--- src/rtl/irq_pkg.sv ---
// Shared types and helpers for the interrupt controller: FSM state encoding,
// index-width and vector arithmetic, and the legacy keyboard/mouse/timer vectors.
package irq_pkg;

  typedef enum logic {
    PRIME = 1'b0,
    RUN   = 1'b1
  } state_e;

  // Vectors of the original three sources; channels 0/1/2 land here by default.
  localparam int unsigned VEC_KEYB  = 2;
  localparam int unsigned VEC_MOUSE = 4;
  localparam int unsigned VEC_TIMER = 6;

  localparam int unsigned VEC_BASE_DEF   = 2;
  localparam int unsigned VEC_STRIDE_DEF = 2;

  // Channel index width, never below one bit so a single-channel build still has a port.
  function automatic int unsigned idx_w(input int unsigned n);
    return (n <= 2) ? 1 : $clog2(n);
  endfunction

  function automatic int unsigned vec_of(input int unsigned idx,
                                         input int unsigned base   = VEC_BASE_DEF,
                                         input int unsigned stride = VEC_STRIDE_DEF);
    return base + idx * stride;
  endfunction

endpackage

--- src/rtl/irq_ctrl_if.sv ---
// CPU/peripheral-facing signal bundle of the interrupt controller. The master
// side drives IRQ lines and CPU strobes; the slave side is the controller.
interface irq_ctrl_if #(
  parameter int unsigned CHANNELS = 8,
  parameter int unsigned ADDR_W   = 16
) ();

  localparam int unsigned IDX_W = irq_pkg::idx_w(CHANNELS);

  logic [CHANNELS-1:0] irq;
  logic                intf;
  logic                ack;
  logic                eoi;
  logic                mask_we;
  logic [CHANNELS-1:0] mask;
  logic                ovr_clr;

  logic                irq_req;
  logic [ADDR_W-1:0]   vector;
  logic [IDX_W-1:0]    chan;
  logic [CHANNELS-1:0] pending;
  logic [CHANNELS-1:0] inservice;
  logic [CHANNELS-1:0] overrun;

  modport master (
    output irq, intf, ack, eoi, mask_we, mask, ovr_clr,
    input  irq_req, vector, chan, pending, inservice, overrun
  );

  modport slave (
    input  irq, intf, ack, eoi, mask_we, mask, ovr_clr,
    output irq_req, vector, chan, pending, inservice, overrun
  );

endinterface

--- src/rtl/irq_channel.sv ---
// One IRQ input: synchroniser, then either a registered level or a toggle
// detector feeding a saturating pending counter with a sticky overrun flag.
module irq_channel #(
  parameter int unsigned CNT_W       = 3,
  parameter int unsigned SYNC_STAGES = 2,
  parameter bit          LEVEL       = 1'b0
) (
  input  logic clk_i,
  input  logic rst_ni,
  input  logic irq_i,
  input  logic run_i,
  input  logic ack_i,
  input  logic ovr_clr_i,
  output logic pending_o,
  output logic overrun_o
);

  logic [SYNC_STAGES-1:0] sync_q;
  logic                   synced;

  // NOTE: non-blocking assignments make every stage sample the previous stage's old value, so the chain shifts one flop per clock.
  always_ff @(posedge clk_i or negedge rst_ni) begin
    if (!rst_ni) begin
      sync_q <= '0;
    end else begin
      sync_q <= {sync_q[SYNC_STAGES-2:0], irq_i};
    end
  end

  assign synced = sync_q[SYNC_STAGES-1];

  if (LEVEL) begin : g_level
    logic lvl_q;
    logic unused_in;

    // Registered so a level request shows up on the same cycle a toggle would.
    always_ff @(posedge clk_i or negedge rst_ni) begin
      if (!rst_ni) begin
        lvl_q <= 1'b0;
      end else begin
        lvl_q <= run_i & synced;
      end
    end

    assign unused_in = ack_i ^ ovr_clr_i;
    assign pending_o = lvl_q;
    assign overrun_o = 1'b0;

  end else begin : g_toggle
    localparam logic [CNT_W-1:0] CNT_MAX = '1;

    logic             last_q;
    logic [CNT_W-1:0] cnt_q, cnt_d;
    logic             ovr_q, ovr_d;
    logic             evt;

    // NOTE: every variable gets a default at the top of the block, so no path leaves one unassigned and no latch is inferred.
    always_comb begin
      cnt_d = cnt_q;
      ovr_d = ovr_q & ~ovr_clr_i;
      evt   = run_i & (synced ^ last_q);
      // An event and an ACK on the same channel cancel out.
      if (evt && !ack_i) begin
        if (cnt_q == CNT_MAX) begin
          ovr_d = 1'b1;
        end else begin
          cnt_d = cnt_q + CNT_W'(1);
        end
      end else if (ack_i && !evt && (cnt_q != '0)) begin
        cnt_d = cnt_q - CNT_W'(1);
      end
    end

    always_ff @(posedge clk_i or negedge rst_ni) begin
      if (!rst_ni) begin
        last_q <= 1'b0;
        cnt_q  <= '0;
        ovr_q  <= 1'b0;
      end else begin
        last_q <= synced;
        cnt_q  <= cnt_d;
        ovr_q  <= ovr_d;
      end
    end

    assign pending_o = (cnt_q != '0);
    assign overrun_o = ovr_q;
  end

endmodule

--- src/rtl/irq_ctrl.sv ---
// N-channel interrupt controller: prime-then-run FSM, mask and in-service
// registers, fixed-priority selection with nesting, and registered CPU outputs.
module irq_ctrl import irq_pkg::*; #(
  parameter int unsigned         CHANNELS    = 8,
  parameter int unsigned         CNT_W       = 3,
  parameter int unsigned         SYNC_STAGES = 2,
  parameter int unsigned         ADDR_W      = 16,
  parameter int unsigned         VEC_BASE    = 2,
  parameter int unsigned         VEC_STRIDE  = 2,
  parameter logic [CHANNELS-1:0] LEVEL_MODE  = '0,
  parameter logic [CHANNELS-1:0] MASK_RESET  = '1
) (
  input logic        clk_i,
  input logic        rst_ni,
  irq_ctrl_if.slave  bus
);

  localparam int unsigned         IDX_W      = idx_w(CHANNELS);
  localparam int unsigned         PRIME_W    = $clog2(SYNC_STAGES + 1);
  localparam logic [PRIME_W-1:0]  PRIME_LAST = PRIME_W'(SYNC_STAGES);

  state_e              state_q, state_d;
  logic [PRIME_W-1:0]  prime_q, prime_d;
  logic                run;

  logic [CHANNELS-1:0] mask_q;
  logic [CHANNELS-1:0] is_q, is_d;
  logic [CHANNELS-1:0] pending, overrun;
  logic [CHANNELS-1:0] ack_vec;
  logic [CHANNELS-1:0] lowest_is, below_is, eligible;
  logic                ack_acc;
  logic                any_elig;
  logic [IDX_W-1:0]    winner;

  logic                req_q, req_d;
  logic [IDX_W-1:0]    chan_q;
  logic [ADDR_W-1:0]   vec_q, vec_d;

  // Prime window lets last-seen registers catch up with the synchronisers
  // so levels present at reset release are not mistaken for toggles.
  always_ff @(posedge clk_i or negedge rst_ni) begin
    if (!rst_ni) begin
      state_q <= PRIME;
      prime_q <= '0;
    end else begin
      state_q <= state_d;
      prime_q <= prime_d;
    end
  end

  always_comb begin
    state_d = state_q;
    prime_d = prime_q;
    case (state_q)
      PRIME: begin
        if (prime_q == PRIME_LAST) begin
          state_d = RUN;
        end else begin
          prime_d = prime_q + PRIME_W'(1);
        end
      end
      RUN:     state_d = RUN;
      default: state_d = PRIME;
    endcase
  end

  always_comb begin
    run = (state_q == RUN);
  end

  assign ack_acc = bus.ack & req_q;

  always_comb begin
    ack_vec = '0;
    if (ack_acc) begin
      ack_vec[chan_q] = 1'b1;
    end
  end

  for (genvar c = 0; c < CHANNELS; c++) begin : g_chan
    irq_channel #(
      .CNT_W       (CNT_W),
      .SYNC_STAGES (SYNC_STAGES),
      .LEVEL       (LEVEL_MODE[c])
    ) u_channel (
      .clk_i     (clk_i),
      .rst_ni    (rst_ni),
      .irq_i     (bus.irq[c]),
      .run_i     (run),
      .ack_i     (ack_vec[c]),
      .ovr_clr_i (bus.ovr_clr),
      .pending_o (pending[c]),
      .overrun_o (overrun[c])
    );
  end

  // EOI retires the lowest set bit before the ACK marks the new channel.
  always_comb begin
    is_d = is_q;
    if (bus.eoi) begin
      is_d = is_d & (is_d - CHANNELS'(1));
    end
    is_d = is_d | ack_vec;
  end

  // Isolating the lowest in-service bit and subtracting one gives the set of
  // strictly higher-priority channels; an empty register yields all ones.
  always_comb begin
    lowest_is = is_q & (~is_q + CHANNELS'(1));
    below_is  = lowest_is - CHANNELS'(1);
    eligible  = pending & ~mask_q & below_is;
    any_elig  = |eligible;
    winner    = '0;
    for (int i = CHANNELS - 1; i >= 0; i--) begin
      if (eligible[i]) begin
        winner = IDX_W'(i);
      end
    end
  end

  always_comb begin
    req_d = run & bus.intf & any_elig & ~ack_acc;
    vec_d = ADDR_W'(vec_of(32'(winner), VEC_BASE, VEC_STRIDE));
  end

  always_ff @(posedge clk_i or negedge rst_ni) begin
    if (!rst_ni) begin
      mask_q <= MASK_RESET;
      is_q   <= '0;
      req_q  <= 1'b0;
      chan_q <= '0;
      vec_q  <= '0;
    end else begin
      if (bus.mask_we) begin
        mask_q <= bus.mask;
      end
      is_q   <= is_d;
      req_q  <= req_d;
      chan_q <= winner;
      vec_q  <= vec_d;
    end
  end

  assign bus.irq_req   = req_q;
  assign bus.vector    = vec_q;
  assign bus.chan      = chan_q;
  assign bus.pending   = pending;
  assign bus.inservice = is_q;
  assign bus.overrun   = overrun;

endmodule

--- src/flat_wrapper.sv ---
// flat-port wrapper written by rule: the top's interface ports become plain ports
module irq_ctrl_flat import irq_pkg::*;
#(
  parameter int unsigned         CHANNELS    = 8,
  parameter int unsigned         CNT_W       = 3,
  parameter int unsigned         SYNC_STAGES = 2,
  parameter int unsigned         ADDR_W      = 16,
  parameter int unsigned         VEC_BASE    = 2,
  parameter int unsigned         VEC_STRIDE  = 2,
  parameter logic [CHANNELS-1:0] LEVEL_MODE  = '0,
  parameter logic [CHANNELS-1:0] MASK_RESET  = '1
)
  (clk_i, rst_ni, bus_irq, bus_intf, bus_ack, bus_eoi, bus_mask_we, bus_mask, bus_ovr_clr, bus_irq_req, bus_vector, bus_chan, bus_pending, bus_inservice, bus_overrun);
  irq_ctrl_if #(.CHANNELS(CHANNELS), .ADDR_W(ADDR_W)) bus_i ();
  input logic clk_i;
  input logic rst_ni;
  input wire logic [$bits(bus_i.irq)-1:0] bus_irq;
  input wire logic [$bits(bus_i.intf)-1:0] bus_intf;
  input wire logic [$bits(bus_i.ack)-1:0] bus_ack;
  input wire logic [$bits(bus_i.eoi)-1:0] bus_eoi;
  input wire logic [$bits(bus_i.mask_we)-1:0] bus_mask_we;
  input wire logic [$bits(bus_i.mask)-1:0] bus_mask;
  input wire logic [$bits(bus_i.ovr_clr)-1:0] bus_ovr_clr;
  output wire logic [$bits(bus_i.irq_req)-1:0] bus_irq_req;
  output wire logic [$bits(bus_i.vector)-1:0] bus_vector;
  output wire logic [$bits(bus_i.chan)-1:0] bus_chan;
  output wire logic [$bits(bus_i.pending)-1:0] bus_pending;
  output wire logic [$bits(bus_i.inservice)-1:0] bus_inservice;
  output wire logic [$bits(bus_i.overrun)-1:0] bus_overrun;
  assign bus_i.irq = bus_irq;
  assign bus_i.intf = bus_intf;
  assign bus_i.ack = bus_ack;
  assign bus_i.eoi = bus_eoi;
  assign bus_i.mask_we = bus_mask_we;
  assign bus_i.mask = bus_mask;
  assign bus_i.ovr_clr = bus_ovr_clr;
  assign bus_irq_req = bus_i.irq_req;
  assign bus_vector = bus_i.vector;
  assign bus_chan = bus_i.chan;
  assign bus_pending = bus_i.pending;
  assign bus_inservice = bus_i.inservice;
  assign bus_overrun = bus_i.overrun;
  irq_ctrl #(.CHANNELS(CHANNELS), .CNT_W(CNT_W), .SYNC_STAGES(SYNC_STAGES), .ADDR_W(ADDR_W), .VEC_BASE(VEC_BASE), .VEC_STRIDE(VEC_STRIDE), .LEVEL_MODE(LEVEL_MODE), .MASK_RESET(MASK_RESET)) u_core (.clk_i(clk_i), .rst_ni(rst_ni), .bus(bus_i));
endmodule
--- config.mk ---
export PLATFORM = sky130hd
export DESIGN_NAME = irq_ctrl_flat
export DESIGN_NICKNAME = d
export VERILOG_FILES = /design/src/rtl/irq_pkg.sv /design/src/rtl/irq_ctrl_if.sv /design/src/rtl/irq_channel.sv /design/src/rtl/irq_ctrl.sv /design/src/flat_wrapper.sv
export SDC_FILE = /design/constraint.sdc
export NUM_CORES = 1
export LEC_CHECK = 0
export ABC_AREA = 0
export CORE_MARGIN = 4
export CORE_UTILIZATION = 53
export DETAILED_ROUTE_END_ITERATION = 10
export PLACE_DENSITY_LB_ADDON = 0.1
export SLEW_MARGIN = 20
export SYNTH_ARGS = -nofsm -noshare
export SYNTH_HDL_FRONTEND = slang
export SYNTH_SLANG_ARGS = --single-unit
--- constraint.sdc ---
create_clock -name clk_i -period 2.6 [get_ports clk_i]
set_clock_uncertainty 0.2 [all_clocks]
set_input_delay 0.65 -clock clk_i [delete_from_list [all_inputs] [get_ports clk_i]]
set_output_delay 0.65 -clock clk_i [all_outputs]
set_load 0.05 [all_outputs]
==> results.cfg <==
[hold_path]
hold_class = register to register

[final_layout]
drive_gt1_frac = 0.2300
layout_common_cells = dfrtp_1, clkdlybuf4s50_1, buf_4, nand2_1, xor2_1
syn2layout_area_growth_pct = 23.42
diodes = 0
final_common_cell = dfrtp_1
fin_nets = 441

[timing]
finalCritPeriodShare = 0.9725
setup_viol = 0
fmax_mhz = 395.5
rsz0062_at_grt = no
tightest_slew_ps = 689.2
period_minus_slack_ps = 2529
setup_ws_ps = 71.40
maxSlewViolCount = 0
slew_headroom = 0.5405
holdWs_ps = 151.1
finalHoldViolCount = 0

[logic_synthesis]
async_flop_share = 1.000
synth-edff-count = 0
synth_area_um2 = 3884
yosysSeqAreaShare = 0.5374
synth.avg_cell_area_um2 = 11.63
synth_ff_type = dfrtp_1
synthDistinctLibCells = 53
ys_warn_count = 0
syn_inst = 334
synth_seq_cells = 83

[clock_network]
clock_latency_ps = 350
clock_path_buffers = 2
clock_sinks = 83
htreeDepth = 3
cts.clk_slew.worst_paths_ps = 80
cts-root-buf = clkbuf_8
cts_tree = yes
cts_buffers = 9

[routing]
wl_um = 7667
drtIter0Drc = 150
via_per_inst = 5.061
dr.pass1.iters = 4
avgRoutedWirePerCell_um = 15.06
vias = 2576
postRouteAntennaNets = 0
drc = 0

[floorplanning]
die_h_um = 93.60
start_util = 0.5593
rows = 30
core-area_um2 = 6944
die_x_um = 93.60
die-area_um2 = 8761
io_pins = 67

[critical_path]
cp-start-kind = input pin
cp_data_required_time_ps = 2640
worstSetupPathType = input pin to register
cp_max_fo = 3
endpoint_kind = register
regToRegSetupSlack_ps = 380
cp.arrival_ps = 2570

[place]
port-buffer-count = 54
dp_hpwl_um = 5747
dp_slack_ps = -299.5
gp_congestion = 0.8253

[global_routing]
track_usage = 0.1922
antenna_found_initial = 0
grt_max_degree = 41
grt_pass1_wl_um = 12880
grt_pass1_vias = 2647
grt_overflow = 0

[run]
drv_cap = 0

[pwr]
vdd_drop_max_v = 0.0005007
p_total_mw = 5.462
p_leak_nw = 2.165
pwr_density_cell_nw_per_um2 = 1139

[status]
status = finished clean
power by group:
part | total, mW | switching (mW) | internal, mW
Clock | 0.936 | 0.446 | 0.489
Combinational | 2.47 | 1.44 | 1.04
Sequential | 2.05 | 0.398 | 1.65
Total | 5.46 | 2.28 | 3.18
kinds of logic after synthesis:
family / after synthesis / share of synthesized area
buffers and inverters: 53 / 0.07957
AOI/OAI and AO/OA: 44 / 0.08441
muxes: 16 / 0.04639
other: 1 / 0.0009656
xor gates and xnor gates: 34 / 0.07667
DFF: 83 / 0.5374
and+or+nand+nor: 94 / 0.1302
adders and majority gates: 9 / 0.04446
timing repair:
item                                    in CTS  in global routing
pin swaps                                    0                  1
gates cloned                                 0                  0
resized for setup                            2                  3
hold endpoints to repair                     9                  0
setup buffers                                0                  1
endpoints found under the setup margin       2                  3
hold buffers                                 1                  0
routing by layer:
layer,up-vias,track usage,part of all wire
met3,9,0.03459,0.048
met1,1272,0.2650,0.45
met2,58,0.3026,0.48
li1,1237,-,-
met4,0,0.07581,0.017
met5,-,0,0
worst paths after layout:
path,startpoint,end,cells past startpoint
min in group asynchronous,rst_ni,u_core.g_chan[5].u_channel.g_toggle.cnt_q[0],2
max in group asynchronous,rst_ni,u_core.mask_q[3],3
hold / removal,u_core.g_chan[3].u_channel.sync_q[0],u_core.g_chan[3].u_channel.sync_q[1],0
setup reg to reg,u_core.run,u_core.g_chan[7].u_channel.g_toggle.cnt_q[2],5
setup / recovery,bus_ack,u_core.g_chan[6].u_channel.g_toggle.cnt_q[2],8
hold reg to reg,u_core.g_chan[3].u_channel.sync_q[0],u_core.g_chan[3].u_channel.sync_q[1],0
final cells by class:
cell class                      count  area, um2
Fill cell                         544       2151
Sequential cell                    83       2087
Multi-Input combinational cell    209       1534
Timing Repair Buffer               86      775.7
Clock buffer                       11      151.4
Tap cell                           96      120.1
Inverter                           20      75.07
Clock inverter                      4      50.05
cell usage after synthesis (2+ instances only):
cell type / n / share of area
dfrtp_1: 75 / 0.48
nand2_1: 32 / 0.031
buf_4: 29 / 0.056
xor2_1: 23 / 0.052
inv_1: 18 / 0.017
nand3_1: 18 / 0.023
mux2_2: 12 / 0.035
xnor2_1: 11 / 0.025
nor3_1: 9 / 0.012
o22ai_1: 9 / 0.014
and3_1: 8 / 0.013
dfstp_2: 8 / 0.054
fa_1: 8 / 0.041
a21oi_1: 6 / 0.0077
nor2_1: 6 / 0.0058
o21ai_0: 5 / 0.0064
a211o_1: 4 / 0.0090
mux2_1: 4 / 0.012
o21ai_1: 4 / 0.0052
or3_1: 4 / 0.0064
a211oi_1: 3 / 0.0058
nor2b_1: 3 / 0.0048
clkbuf_1: 2 / 0.0019
nor3_2: 2 / 0.0052
o22ai_2: 2 / 0.0064
o31ai_1: 2 / 0.0039
per-stage QoR:
stage                 util  area, um2  setup TNS (ps)  std cells
detailed placement  0.6580       4569           -3168        492
global route        0.6903       4793               0        509
global placement    0.6580       4569           -2345        492
CTS                 0.6881       4778               0        508
floorplan                -       3925               0        345
finish              0.6903       4793               0        509
sequential cells by signal (all words and copies together) (netlist names):
name,count
u_core.bus.inservice,8
u_core.g_chan.u_channel.sync_q,16
u_core.prime_q,2
u_core.run,1
u_core.bus.chan,3
u_core.bus.irq_req,1
u_core.g_chan.u_channel.overrun_o,8
u_core.g_chan.u_channel.g_toggle.last_q,8
u_core.mask_q,8
u_core.g_chan.u_channel.g_toggle.cnt_q,24
u_core.bus.vector,4
critical path, cell delays in order:
cell and delay, ps:
clkdlybuf4s50_1 460, and3b_1 220, and3_1 200, nand3b_1 220, fa_2 430, xor2_1 170
nand2_1 90, xnor2_1 130
No activity file was read; power rests on OpenSTA's default activity.
